## src/rtl/pmem_arbiter_if.sv

```systemverilog
// Bundle of the two cache pmem ports and the cacheline-adaptor port around pmem_arbiter.
// The slave modport is the arbiter's view; the master modport is the caches/adaptor side.
interface pmem_arbiter_if #(
  parameter int ADDR_W = 32,
  parameter int LINE_W = 256
);
  logic              i_pmem_read;
  logic [ADDR_W-1:0] i_pmem_address;
  logic [LINE_W-1:0] i_pmem_rdata;
  logic              i_pmem_resp;

  logic              d_pmem_read;
  logic              d_pmem_write;
  logic [ADDR_W-1:0] d_pmem_address;
  logic [LINE_W-1:0] d_pmem_wdata;
  logic [LINE_W-1:0] d_pmem_rdata;
  logic              d_pmem_resp;

  logic              mem_read;
  logic              mem_write;
  logic [ADDR_W-1:0] mem_address;
  logic [LINE_W-1:0] mem_wdata;
  logic [LINE_W-1:0] mem_rdata;
  logic              mem_resp;

  modport slave (
    input  i_pmem_read, i_pmem_address,
    output i_pmem_rdata, i_pmem_resp,
    input  d_pmem_read, d_pmem_write, d_pmem_address, d_pmem_wdata,
    output d_pmem_rdata, d_pmem_resp,
    output mem_read, mem_write, mem_address, mem_wdata,
    input  mem_rdata, mem_resp
  );

  modport master (
    output i_pmem_read, i_pmem_address,
    input  i_pmem_rdata, i_pmem_resp,
    output d_pmem_read, d_pmem_write, d_pmem_address, d_pmem_wdata,
    input  d_pmem_rdata, d_pmem_resp,
    input  mem_read, mem_write, mem_address, mem_wdata,
    output mem_rdata, mem_resp
  );
endinterface

```

## src/rtl/pmem_arbiter.sv

```systemverilog
// Shares one cacheline memory port between icache and dcache; grant held until mem_resp.
// Define PMEM_ARB_RR_EN for round-robin tie breaking (default: dcache always wins ties).
module pmem_arbiter #(
  parameter int ADDR_W = 32,
  parameter int LINE_W = 256
) (
  input  logic           clk,
  input  logic           rst,
  pmem_arbiter_if.slave  bus
);

  typedef enum logic [1:0] {
    IDLE    = 2'd0,
    SERVE_I = 2'd1,
    SERVE_D = 2'd2
  } state_t;

  state_t            r_state;
  state_t            w_state_nxt;
  logic              w_req_i;
  logic              w_req_d;
  logic              w_prio_d;
  logic              w_grant_i;
  logic              w_grant_d;
  logic              w_done;
  logic              r_mem_read;
  logic              r_mem_write;
  logic [ADDR_W-1:0] r_mem_address;
  logic [LINE_W-1:0] r_mem_wdata;

  assign w_req_i = bus.i_pmem_read;
  assign w_req_d = bus.d_pmem_read | bus.d_pmem_write;

`ifdef PMEM_ARB_RR_EN
  // 1 = dcache held the most recent grant; reset value means icache, so first tie goes to D
  logic r_last_grant_d;

  always_ff @(posedge clk or posedge rst) begin
    if (rst) begin
      r_last_grant_d <= 1'b0;
    end else if (w_grant_d) begin
      r_last_grant_d <= 1'b1;
    end else if (w_grant_i) begin
      r_last_grant_d <= 1'b0;
    end
  end

  assign w_prio_d = ~r_last_grant_d;
`else
  assign w_prio_d = 1'b1;
`endif

  always_comb begin
    w_state_nxt = r_state;
    w_grant_i   = 1'b0;
    w_grant_d   = 1'b0;
    w_done      = 1'b0;
    case (r_state)
      IDLE: begin
        if (w_req_d && (w_prio_d || !w_req_i)) begin
          w_grant_d   = 1'b1;
          w_state_nxt = SERVE_D;
        end else if (w_req_i) begin
          w_grant_i   = 1'b1;
          w_state_nxt = SERVE_I;
        end else begin
          w_state_nxt = IDLE;
        end
      end
      SERVE_I, SERVE_D: begin
        if (bus.mem_resp) begin
          w_done      = 1'b1;
          w_state_nxt = IDLE;
        end else begin
          w_state_nxt = r_state;
        end
      end
      default: begin
        w_state_nxt = IDLE;
      end
    endcase
  end

  always_ff @(posedge clk or posedge rst) begin
    if (rst) begin
      r_state <= IDLE;
    end else begin
      r_state <= w_state_nxt;
    end
  end

  // Command is latched only at grant, so requester inputs are ignored while serving
  always_ff @(posedge clk or posedge rst) begin
    if (rst) begin
      r_mem_read    <= 1'b0;
      r_mem_write   <= 1'b0;
      r_mem_address <= {ADDR_W{1'b0}};
      r_mem_wdata   <= {LINE_W{1'b0}};
    end else if (w_grant_d) begin
      r_mem_address <= bus.d_pmem_address;
      r_mem_wdata   <= bus.d_pmem_wdata;
      r_mem_write   <= bus.d_pmem_write;
      r_mem_read    <= ~bus.d_pmem_write;
    end else if (w_grant_i) begin
      r_mem_address <= bus.i_pmem_address;
      r_mem_write   <= 1'b0;
      r_mem_read    <= 1'b1;
    end else if (w_done) begin
      r_mem_read    <= 1'b0;
      r_mem_write   <= 1'b0;
    end
  end

  assign bus.mem_read     = r_mem_read;
  assign bus.mem_write    = r_mem_write;
  assign bus.mem_address  = r_mem_address;
  assign bus.mem_wdata    = r_mem_wdata;

  // Stale mem_resp in IDLE never reaches a cache
  assign bus.i_pmem_resp  = ~rst & (r_state == SERVE_I) & bus.mem_resp;
  assign bus.d_pmem_resp  = ~rst & (r_state == SERVE_D) & bus.mem_resp;
  assign bus.i_pmem_rdata = bus.mem_rdata;
  assign bus.d_pmem_rdata = bus.mem_rdata;

endmodule

```

## src/flat_wrapper.sv

```systemverilog
// flat-port wrapper written by rule: the top's interface ports become plain ports
module pmem_arbiter_flat 
#(
  parameter int ADDR_W = 32,
  parameter int LINE_W = 256
)
  (clk, rst, bus_i_pmem_read, bus_i_pmem_address, bus_i_pmem_rdata, bus_i_pmem_resp, bus_d_pmem_read, bus_d_pmem_write, bus_d_pmem_address, bus_d_pmem_wdata, bus_d_pmem_rdata, bus_d_pmem_resp, bus_mem_read, bus_mem_write, bus_mem_address, bus_mem_wdata, bus_mem_rdata, bus_mem_resp);
  pmem_arbiter_if #(.ADDR_W(ADDR_W), .LINE_W(LINE_W)) bus_i ();
  input  logic clk;
  input  logic rst;
  input wire logic [$bits(bus_i.i_pmem_read)-1:0] bus_i_pmem_read;
  input wire logic [$bits(bus_i.i_pmem_address)-1:0] bus_i_pmem_address;
  output wire logic [$bits(bus_i.i_pmem_rdata)-1:0] bus_i_pmem_rdata;
  output wire logic [$bits(bus_i.i_pmem_resp)-1:0] bus_i_pmem_resp;
  input wire logic [$bits(bus_i.d_pmem_read)-1:0] bus_d_pmem_read;
  input wire logic [$bits(bus_i.d_pmem_write)-1:0] bus_d_pmem_write;
  input wire logic [$bits(bus_i.d_pmem_address)-1:0] bus_d_pmem_address;
  input wire logic [$bits(bus_i.d_pmem_wdata)-1:0] bus_d_pmem_wdata;
  output wire logic [$bits(bus_i.d_pmem_rdata)-1:0] bus_d_pmem_rdata;
  output wire logic [$bits(bus_i.d_pmem_resp)-1:0] bus_d_pmem_resp;
  output wire logic [$bits(bus_i.mem_read)-1:0] bus_mem_read;
  output wire logic [$bits(bus_i.mem_write)-1:0] bus_mem_write;
  output wire logic [$bits(bus_i.mem_address)-1:0] bus_mem_address;
  output wire logic [$bits(bus_i.mem_wdata)-1:0] bus_mem_wdata;
  input wire logic [$bits(bus_i.mem_rdata)-1:0] bus_mem_rdata;
  input wire logic [$bits(bus_i.mem_resp)-1:0] bus_mem_resp;
  assign bus_i.i_pmem_read = bus_i_pmem_read;
  assign bus_i.i_pmem_address = bus_i_pmem_address;
  assign bus_i_pmem_rdata = bus_i.i_pmem_rdata;
  assign bus_i_pmem_resp = bus_i.i_pmem_resp;
  assign bus_i.d_pmem_read = bus_d_pmem_read;
  assign bus_i.d_pmem_write = bus_d_pmem_write;
  assign bus_i.d_pmem_address = bus_d_pmem_address;
  assign bus_i.d_pmem_wdata = bus_d_pmem_wdata;
  assign bus_d_pmem_rdata = bus_i.d_pmem_rdata;
  assign bus_d_pmem_resp = bus_i.d_pmem_resp;
  assign bus_mem_read = bus_i.mem_read;
  assign bus_mem_write = bus_i.mem_write;
  assign bus_mem_address = bus_i.mem_address;
  assign bus_mem_wdata = bus_i.mem_wdata;
  assign bus_i.mem_rdata = bus_mem_rdata;
  assign bus_i.mem_resp = bus_mem_resp;
  pmem_arbiter #(.ADDR_W(ADDR_W), .LINE_W(LINE_W)) u_core (.clk(clk), .rst(rst), .bus(bus_i));
endmodule
```

## config.mk

```make
export PLATFORM = sky130hd
export DESIGN_NAME = pmem_arbiter_flat
export DESIGN_NICKNAME = d
export VERILOG_FILES = /design/src/rtl/pmem_arbiter_if.sv /design/src/rtl/pmem_arbiter.sv /design/src/flat_wrapper.sv
export SDC_FILE = /design/constraint.sdc
export NUM_CORES = 1
export LEC_CHECK = 0
export ABC_AREA = 1
export CAP_MARGIN = 30
export CORE_AREA = 4 4 540 542
export DETAILED_ROUTE_END_ITERATION = 7
export DIE_AREA = 0 0 544 546
export GPL_TIMING_DRIVEN = 0
export PLACE_DENSITY = 0.33
export SLEW_MARGIN = 5
export SYNTH_ARGS = -nofsm -noshare
export SYNTH_HDL_FRONTEND = slang
export SYNTH_SLANG_ARGS = --single-unit
export TNS_END_PERCENT = 10
```

## constraint.sdc

```tcl
create_clock -name clk -period 19.15 [get_ports clk]
set_clock_uncertainty 0.15 [all_clocks]
set_input_delay 2.8725 -clock clk [delete_from_list [all_inputs] [get_ports clk]]
set_output_delay 2.8725 -clock clk [all_outputs]
set_load 0.02 [all_outputs]
```

==> metrics.txt, run 1 <==
# TYPE chip_impl_metric gauge
chip_impl_metric{name="cts.clk_slew.worst_paths",unit="ns"} 0.06
chip_impl_metric{name="placement_rows",unit=""} 197
chip_impl_metric{name="min_delay_path_depth",unit=""} 2
chip_impl_info{name="rsz0062_at_grt",value="false"} 1
chip_impl_metric{name="finalSetupTns",unit="ns"} 0
chip_impl_metric{name="synthesis.instances",unit=""} 1904
chip_impl_metric{name="post_synth.cell_area_avg",unit="sq um"} 8.16
chip_impl_metric{name="worstSkewPairLatency",unit="ns"} 0.64
chip_impl_metric{name="leakage",unit="nW"} 14.5
chip_impl_info{name="critPathMostFrequentCell",value="sky130_fd_sc_hd__clkdlybuf4s50_1"} 1
chip_impl_metric{name="fmax",unit="MHz"} 123
chip_impl_metric{name="timing.critical_path.depth",unit=""} 6
chip_impl_metric{name="grt_start_max_net_pins",unit=""} 106
chip_impl_metric{name="post-dp-hpwl",unit="microns"} 159000
chip_impl_metric{name="vias",unit=""} 16900
chip_impl_metric{name="finalSetupViolations",unit=""} 0
chip_impl_metric{name="setup_slack",unit="ns"} 10.99
chip_impl_metric{name="cp_data_arrival_time",unit="ns"} 5.13
chip_impl_metric{name="netlist_area",unit="sq um"} 15500
chip_impl_metric{name="layout_area_overhead",unit="%"} 114
chip_impl_metric{name="antenna_violating_nets_post_route",unit=""} 0
chip_impl_metric{name="grt_use_total",unit=""} 0.112
chip_impl_info{name="timing.critical_path.slowest_stage_cell",value="sky130_fd_sc_hd__clkdlybuf4s50_1"} 1
chip_impl_metric{name="pwr-share-comb",unit=""} 0.560
chip_impl_metric{name="nFillCells",unit=""} 33200
chip_impl_metric{name="pwr_density_cell",unit="nW/um^2"} 137
chip_impl_metric{name="detail_route.first_pass.iterations",unit=""} 5
chip_impl_info{name="worst_setup_path_start_kind",value="input pin"} 1
chip_impl_metric{name="report.power.total",unit="mW"} 4.53
chip_impl_metric{name="grt_antenna_before_repair",unit=""} 70
chip_impl_metric{name="crit_buf_inv",unit=""} 4
chip_impl_metric{name="endpoint_required_time_on_the_critical_path",unit="ns"} 16.13
chip_impl_metric{name="finalHoldViolCount",unit=""} 0
chip_impl_metric{name="clkPwrFrac",unit=""} 0.189
chip_impl_metric{name="grt_pass1_wl",unit="microns"} 212000
chip_impl_metric{name="chipHeight",unit="microns"} 546
chip_impl_metric{name="synth_fp_nets",unit=""} 2489
chip_impl_metric{name="synth.ff_latch_count",unit=""} 292
chip_impl_info{name="clock_tree_from_tritoncts",value="built"} 1
chip_impl_metric{name="remaining_drc_errors",unit=""} 0
chip_impl_metric{name="ios",unit=""} 1386
chip_impl_metric{name="sw_frac_of_total",unit=""} 0.485
chip_impl_metric{name="post_cts_resized",unit=""} 0
chip_impl_metric{name="vdd.ir_drop.worst",unit="mV"} 0.0700
chip_impl_metric{name="htree_num_levels",unit=""} 2
chip_impl_metric{name="ys_warn_count",unit=""} 0
chip_impl_metric{name="core_area",unit="sq um"} 287000
chip_impl_metric{name="timing.critical_path.slowest_cell_delay",unit="ns"} 0.65
chip_impl_metric{name="initial_utilization",unit=""} 0.0541
chip_impl_metric{name="period_share",unit=""} 0.426
chip_impl_metric{name="slew_headroom",unit=""} 0.446
chip_impl_metric{name="avgViaCountPerCell",unit=""} 2.44
chip_impl_metric{name="rr_worst_depth",unit=""} 9
chip_impl_metric{name="fp.dieArea",unit="sq um"} 297000
chip_impl_metric{name="grt_pass1_vias",unit=""} 17300
chip_impl_metric{name="worstPathMaxFanout",unit=""} 91
chip_impl_metric{name="place_worst_setup_slack",unit="ns"} 10.93
chip_impl_metric{name="routed_wl",unit="microns"} 174000
chip_impl_metric{name="period_needed",unit="ns"} 8.16
chip_impl_metric{name="wl_per_cell",unit="microns"} 25.2
chip_impl_info{name="endpoint_kind",value="output port"} 1
chip_impl_metric{name="cap_viol_max_count",unit=""} 0
chip_impl_metric{name="ctsLongestPathBuffers",unit=""} 3
chip_impl_metric{name="global_route.overflow_total",unit=""} 0
chip_impl_metric{name="synth.distinct_cells",unit=""} 15
chip_impl_metric{name="place_congestion",unit=""} 0.859
chip_impl_metric{name="numPortBuffers",unit=""} 1129
chip_impl_metric{name="share_seq_of_total_power",unit=""} 0.251
chip_impl_info{name="min_path_type",value="reg2reg"} 1
chip_impl_info{name="cp_cell_sequence",value="clkdlybuf4s50_1, inv_8, buf_16, nand2_1, nor2_1, clkdlybuf4s50_1"} 1
chip_impl_metric{name="numClockSinks",unit=""} 292
chip_impl_metric{name="cts-buffers-inserted",unit=""} 44
chip_impl_metric{name="worst-slew-pin-transition",unit="ns"} 0.829
chip_impl_metric{name="post_cts_hold_buffer_count",unit=""} 0
chip_impl_metric{name="net-switching-power",unit="mW"} 2.20
chip_impl_metric{name="postLayoutCoreUtil",unit=""} 0.116
chip_impl_metric{name="finalNetCount",unit=""} 3667
chip_impl_info{name="worstSetupPathType",value="in2out"} 1
chip_impl_info{name="root_cell_of_the_clock_tree",value="sky130_fd_sc_hd__clkbuf_16"} 1
chip_impl_metric{name="count_of_pins_over_their_slew_limit",unit=""} 0
chip_impl_metric{name="chipWidth",unit="microns"} 544
chip_impl_metric{name="power_internal",unit="mW"} 2.34
chip_impl_info{name="cpLargestDelayFamily",value="buffers and inverters"} 1
chip_impl_metric{name="drt_first_iter_violations",unit=""} 1100
chip_impl_info{name="status",value="finished, final reports clean"} 1
chip_impl_metric{name="post_route_cells_drive_above_1_share",unit=""} 0.210
chip_impl_metric{name="cts_setup_buffers",unit=""} 0
chip_impl_metric{name="synth.yosys.seq_area_share",unit=""} 0.470
-- state kept, by name, summed over array words and instances, names as in the netlist --
| signal | count |
|---|---|
| u_core.bus.mem_address | 32 |
| u_core.bus.mem_wdata | 256 |
| u_core.r_state | 2 |
| u_core.bus.mem_read | 1 |
| u_core.bus.mem_write | 1 |
-- cells by family after synthesis --
kind of cell | Yosys count | share of synthesized area
AO/OA/AOI/OAI | 3 | 0.00121
adder cells (fa/ha/maj) | 3 | 0.00242
buffers and inverters | 659 | 0.291
flip-flops | 292 | 0.470
AND/OR/NAND/NOR | 947 | 0.235
-- per-layer routing --
layer | GRT usage | routed length, microns | vias up
li1 | - | - | 7568
met1 | 0.123 | 65100 | 7966
met2 | 0.181 | 78300 | 1123
met3 | 0.0761 | 27500 | 162
met4 | 0.0184 | 2790 | 48
met5 | 0 | 347 | -
-- stage by stage --
step	hold WS, ns	area [sq um]	instances
after floorplan	0.328	15500	1904
after global placement	0.314	31600	6814
after detailed placement	0.315	31700	6817
after CTS	0.332	33100	6892
after global routing	0.342	33100	6901
final	0.325	33200	6909
-- worst min-delay path, cell delays in order (launching register included) --
cell and delay (ns):
sky130_fd_sc_hd__dfrtp_1 0.34, sky130_fd_sc_hd__nand2_1 0.05, sky130_fd_sc_hd__nand2_1 0.05
-- worst paths after layout --
check                                            end                 startpoint  slack [ns]
max                                  bus_d_pmem_resp                        rst       10.99
min                        u_core.bus.mem_wdata[227]  u_core.bus.mem_wdata[227]        0.32
max reg2reg                 u_core.bus.mem_wdata[35]          u_core.r_state[0]       16.35
min reg2reg                u_core.bus.mem_wdata[227]  u_core.bus.mem_wdata[227]        0.32
max in group asynchronous  u_core.bus.mem_wdata[147]                        rst       14.93
min in group asynchronous   u_core.bus.mem_wdata[43]                        rst        2.48
-- power groups by stage --
stage | combinational [mW] | sequential [mW] | clock, mW
after floorplan | 0.651 | 1.46 | 0
after global placement | 2.66 | 1.14 | 0
after detailed placement | 2.64 | 1.14 | 0
after CTS | 2.65 | 1.14 | 0.899
after global routing | 2.79 | 1.17 | 0.918
final | 2.54 | 1.14 | 0.858
-- final cells by class --
class                      count  area, sq um  area share
timing repair buffer        1132        11400       0.343
sequential                   292         7310       0.220
tap                         3781         4730       0.143
buffer                       585         4250       0.128
multi-input combinational    953         3700       0.112
clock buffer                  61         1260      0.0381
inverter                      74          285     0.00860
clock inverter                14          201     0.00607
antenna                       17         42.5     0.00128
-- Yosys cell counts (all sizes together) --
cell / count / share of area
ha: 3 / 0.0024
inv: 74 / 0.018
o21ai: 3 / 0.0012
nand4: 2 / 0.00081
nand2: 877 / 0.21
buf: 581 / 0.27
dfrtp: 292 / 0.47
nand3: 64 / 0.021
nor2: 4 / 0.00097
clkbuf: 4 / 0.00097
-- layout by cell type, fill, tap and decap left out --
cell type / n
sky130_fd_sc_hd__inv_8: 2
sky130_fd_sc_hd__inv_1: 71
sky130_fd_sc_hd__clkdlybuf4s50_1: 1129
sky130_fd_sc_hd__buf_4: 531
sky130_fd_sc_hd__o21ai_2: 1
sky130_fd_sc_hd__inv_6: 1
sky130_fd_sc_hd__clkinv_2: 4
sky130_fd_sc_hd__clkbuf_1: 11
sky130_fd_sc_hd__buf_16: 3
sky130_fd_sc_hd__clkinv_8: 1
sky130_fd_sc_hd__clkbuf_16: 44
sky130_fd_sc_hd__diode_2: 17
sky130_fd_sc_hd__inv_2: 2
sky130_fd_sc_hd__nor2_1: 4
sky130_fd_sc_hd__clkinv_4: 2
sky130_fd_sc_hd__nand3_1: 64
sky130_fd_sc_hd__clkbuf_8: 10
sky130_fd_sc_hd__o21ai_0: 2
sky130_fd_sc_hd__bufinv_16: 2
sky130_fd_sc_hd__ha_1: 3
sky130_fd_sc_hd__clkinv_16: 2
sky130_fd_sc_hd__dfrtp_1: 292
sky130_fd_sc_hd__clkinvlp_4: 1
sky130_fd_sc_hd__buf_1: 3
sky130_fd_sc_hd__buf_2: 47
sky130_fd_sc_hd__nand2_2: 1
sky130_fd_sc_hd__nand4_1: 2
sky130_fd_sc_hd__nand2_1: 876
Power figures use the tool's default switching activity.
==> run 2, diff against run 1 <==
- clock period: 19.15 -> 8.5 ns (I/O delays scaled with it)
==> metrics.txt, run 2 (same netlist as run 1, synthesis figures left out) <==
# TYPE chip_impl_metric gauge
chip_impl_info{name="status",value="finished, final reports clean"} 1
chip_impl_metric{name="fp.dieArea",unit="sq um"} 297000
chip_impl_metric{name="post_route_cells_drive_above_1_share",unit=""} 0.213
chip_impl_metric{name="numPortBuffers",unit=""} 1129
chip_impl_metric{name="pwr-share-comb",unit=""} 0.559
chip_impl_metric{name="chipWidth",unit="microns"} 544
chip_impl_metric{name="avgViaCountPerCell",unit=""} 2.44
chip_impl_metric{name="drt_first_iter_violations",unit=""} 877
chip_impl_metric{name="post_cts_resized",unit=""} 0
chip_impl_metric{name="chipHeight",unit="microns"} 546
chip_impl_metric{name="htree_num_levels",unit=""} 2
chip_impl_metric{name="finalHoldViolCount",unit=""} 0
chip_impl_metric{name="vdd.ir_drop.worst",unit="mV"} 0.151
chip_impl_metric{name="post_route_hold_slack",unit="ns"} 0.327
chip_impl_metric{name="grt_antenna_before_repair",unit=""} 79
chip_impl_metric{name="endpoint_required_time_on_the_critical_path",unit="ns"} 7.07
chip_impl_metric{name="clkPwrFrac",unit=""} 0.192
chip_impl_metric{name="finalNetCount",unit=""} 3676
chip_impl_metric{name="placement_rows",unit=""} 197
chip_impl_metric{name="period_needed",unit="ns"} 5.71
chip_impl_info{name="layout.cells.most_common_list",value="sky130_fd_sc_hd__clkdlybuf4s50_1 (1129), sky130_fd_sc_hd__nand2_1 (876), sky130_fd_sc_hd__buf_4 (531), sky130_fd_sc_hd__dfrtp_1 (292), sky130_fd_sc_hd__inv_1 (71)"} 1
chip_impl_metric{name="nFillCells",unit=""} 33100
chip_impl_metric{name="routed_wl",unit="microns"} 176000
chip_impl_metric{name="count_of_pins_over_their_slew_limit",unit=""} 0
chip_impl_metric{name="layout_area_overhead",unit="%"} 115
chip_impl_metric{name="power_internal",unit="mW"} 5.31
chip_impl_metric{name="share_seq_of_total_power",unit=""} 0.249
chip_impl_metric{name="period_share",unit=""} 0.672
chip_impl_info{name="min_path_type",value="reg2reg"} 1
chip_impl_metric{name="numClockSinks",unit=""} 292
chip_impl_metric{name="place_congestion",unit=""} 0.837
chip_impl_metric{name="initial_utilization",unit=""} 0.0541
chip_impl_metric{name="setup_slack",unit="ns"} 2.79
chip_impl_metric{name="vias",unit=""} 16900
chip_impl_metric{name="global_route.overflow_total",unit=""} 0
chip_impl_metric{name="antenna_violating_nets_post_route",unit=""} 0
chip_impl_metric{name="worstSkewPairLatency",unit="ns"} 0.65
chip_impl_metric{name="leakage",unit="nW"} 14.6
chip_impl_metric{name="finalSetupViolations",unit=""} 0
chip_impl_info{name="root_cell_of_the_clock_tree",value="sky130_fd_sc_hd__clkbuf_16"} 1
chip_impl_metric{name="worstPathMaxFanout",unit=""} 32
chip_impl_metric{name="core_area",unit="sq um"} 287000
chip_impl_metric{name="grt_use_total",unit=""} 0.114
chip_impl_metric{name="remaining_drc_errors",unit=""} 0
chip_impl_metric{name="wl_per_cell",unit="microns"} 25.4
chip_impl_metric{name="cp_data_arrival_time",unit="ns"} 4.29
chip_impl_metric{name="cap_viol_max_count",unit=""} 0
chip_impl_info{name="layout_commonest_cell",value="sky130_fd_sc_hd__clkdlybuf4s50_1"} 1
chip_impl_metric{name="slew_headroom",unit=""} 0.435
chip_impl_metric{name="cts_setup_buffers",unit=""} 0
chip_impl_metric{name="worst-slew-pin-transition",unit="ns"} 0.845
chip_impl_info{name="rsz0062_at_grt",value="false"} 1
chip_impl_metric{name="post_cts_hold_buffer_count",unit=""} 0
chip_impl_metric{name="largest_reg_flops",unit=""} 256
chip_impl_metric{name="grt_pass1_vias",unit=""} 17500
chip_impl_info{name="worstSetupPathType",value="in2out"} 1
chip_impl_metric{name="sw_frac_of_total",unit=""} 0.480
chip_impl_metric{name="cts.clk_slew.worst_paths",unit="ns"} 0.05
chip_impl_metric{name="place_worst_setup_slack",unit="ns"} 2.52
chip_impl_metric{name="post-dp-hpwl",unit="microns"} 161000
chip_impl_metric{name="net-switching-power",unit="mW"} 4.90
chip_impl_metric{name="grt_start_max_net_pins",unit=""} 37
chip_impl_info{name="endpoint_kind",value="output port"} 1
chip_impl_metric{name="ios",unit=""} 1386
chip_impl_metric{name="detail_route.first_pass.iterations",unit=""} 5
chip_impl_info{name="worst_setup_path_start_kind",value="input pin"} 1
chip_impl_metric{name="cts-buffers-inserted",unit=""} 46
chip_impl_metric{name="ctsLongestPathBuffers",unit=""} 3
chip_impl_metric{name="grt_pass1_wl",unit="microns"} 214000
chip_impl_metric{name="fmax",unit="MHz"} 175
chip_impl_info{name="clock_tree_from_tritoncts",value="built"} 1
chip_impl_metric{name="pwr_density_cell",unit="nW/um^2"} 306
## run 2: worst paths after layout
check                                               start                        end  slack [ns]  cells after the start
worst min-delay path            u_core.bus.mem_wdata[161]  u_core.bus.mem_wdata[161]        0.33                      2
worst max register to register          u_core.r_state[0]  u_core.bus.mem_wdata[150]        5.71                      9
worst max-delay path                                  rst            bus_i_pmem_resp        2.79                      8
min in group asynchronous                             rst  u_core.bus.mem_wdata[232]        0.98                      2
worst min register to register  u_core.bus.mem_wdata[161]  u_core.bus.mem_wdata[161]        0.33                      2
max in group asynchronous                             rst  u_core.bus.mem_wdata[219]        5.72                      6
## run 2: critical path, stage by stage
cell                              delay [ns]
sky130_fd_sc_hd__clkdlybuf4s50_1        0.50
sky130_fd_sc_hd__clkinvlp_4             0.68
sky130_fd_sc_hd__buf_12                 0.44
sky130_fd_sc_hd__buf_12                 0.19
sky130_fd_sc_hd__buf_12                 0.21
sky130_fd_sc_hd__nand2_1                0.08
sky130_fd_sc_hd__nor2_1                 0.04
sky130_fd_sc_hd__clkdlybuf4s50_1        0.76
## run 2: layout make-up
class	count	area, sq um	area share
well taps	3781	4730	0.142
multi-input cells	953	3700	0.111
plain buffers	585	4250	0.127
flip-flops and latches	292	7310	0.219
clock inverters	19	225	0.00676
repair buffers	1139	11500	0.345
inverters	74	282	0.00845
clock buffers	62	1290	0.0387
diodes	19	47.5	0.00143
## run 2: per-stage QoR
stage	power (mW)	cells	TNS [ns]	instance area, sq um	util
floorplan	4.75	1904	0	15500	-
global placement	8.50	6814	-32.41	31600	0.110
global route	11.0	6907	0	33300	0.116
finish	10.2	6924	0	33300	0.116
detailed placement	8.47	6824	0	31800	0.111
CTS	10.6	6905	0	33300	0.116
## run 2: power groups by stage
stage	combinational [mW]	sequential, mW	clock, mW
6_report	5.70	2.54	1.96
5_1_grt	6.25	2.62	2.10
4_1_cts	5.97	2.54	2.08
3_5_place_dp	5.94	2.53	0
3_3_place_gp	5.97	2.53	0
2_1_floorplan	1.47	3.29	0
## run 2: metal layers
layer / GRT usage / vias up / part of all wire
met1: 0.126 / 7948 / 0.38
met3: 0.0675 / 179 / 0.14
met5: 0 / - / 0.0015
met2: 0.190 / 1111 / 0.46
li1: - / 7613 / -
met4: 0.0165 / 42 / 0.016
==> run 3, diff against run 2 <==
- clock period: 8.5 -> 5.9 ns (I/O delays scaled with it)
==> results of run 3 <==
The final DEF is identical to that of run 2. Status: finished, final reports clean.
Among the figures that moved: setup slack after placement 2.52 ns -> 0.698 ns; setup slack after layout 2.79 ns -> 0.968 ns; register-to-register setup slack 5.71 ns -> 3.11 ns; total power 10.2 mW -> 14.7 mW; worst IR drop on VDD 0.151 mV -> 0.218 mV
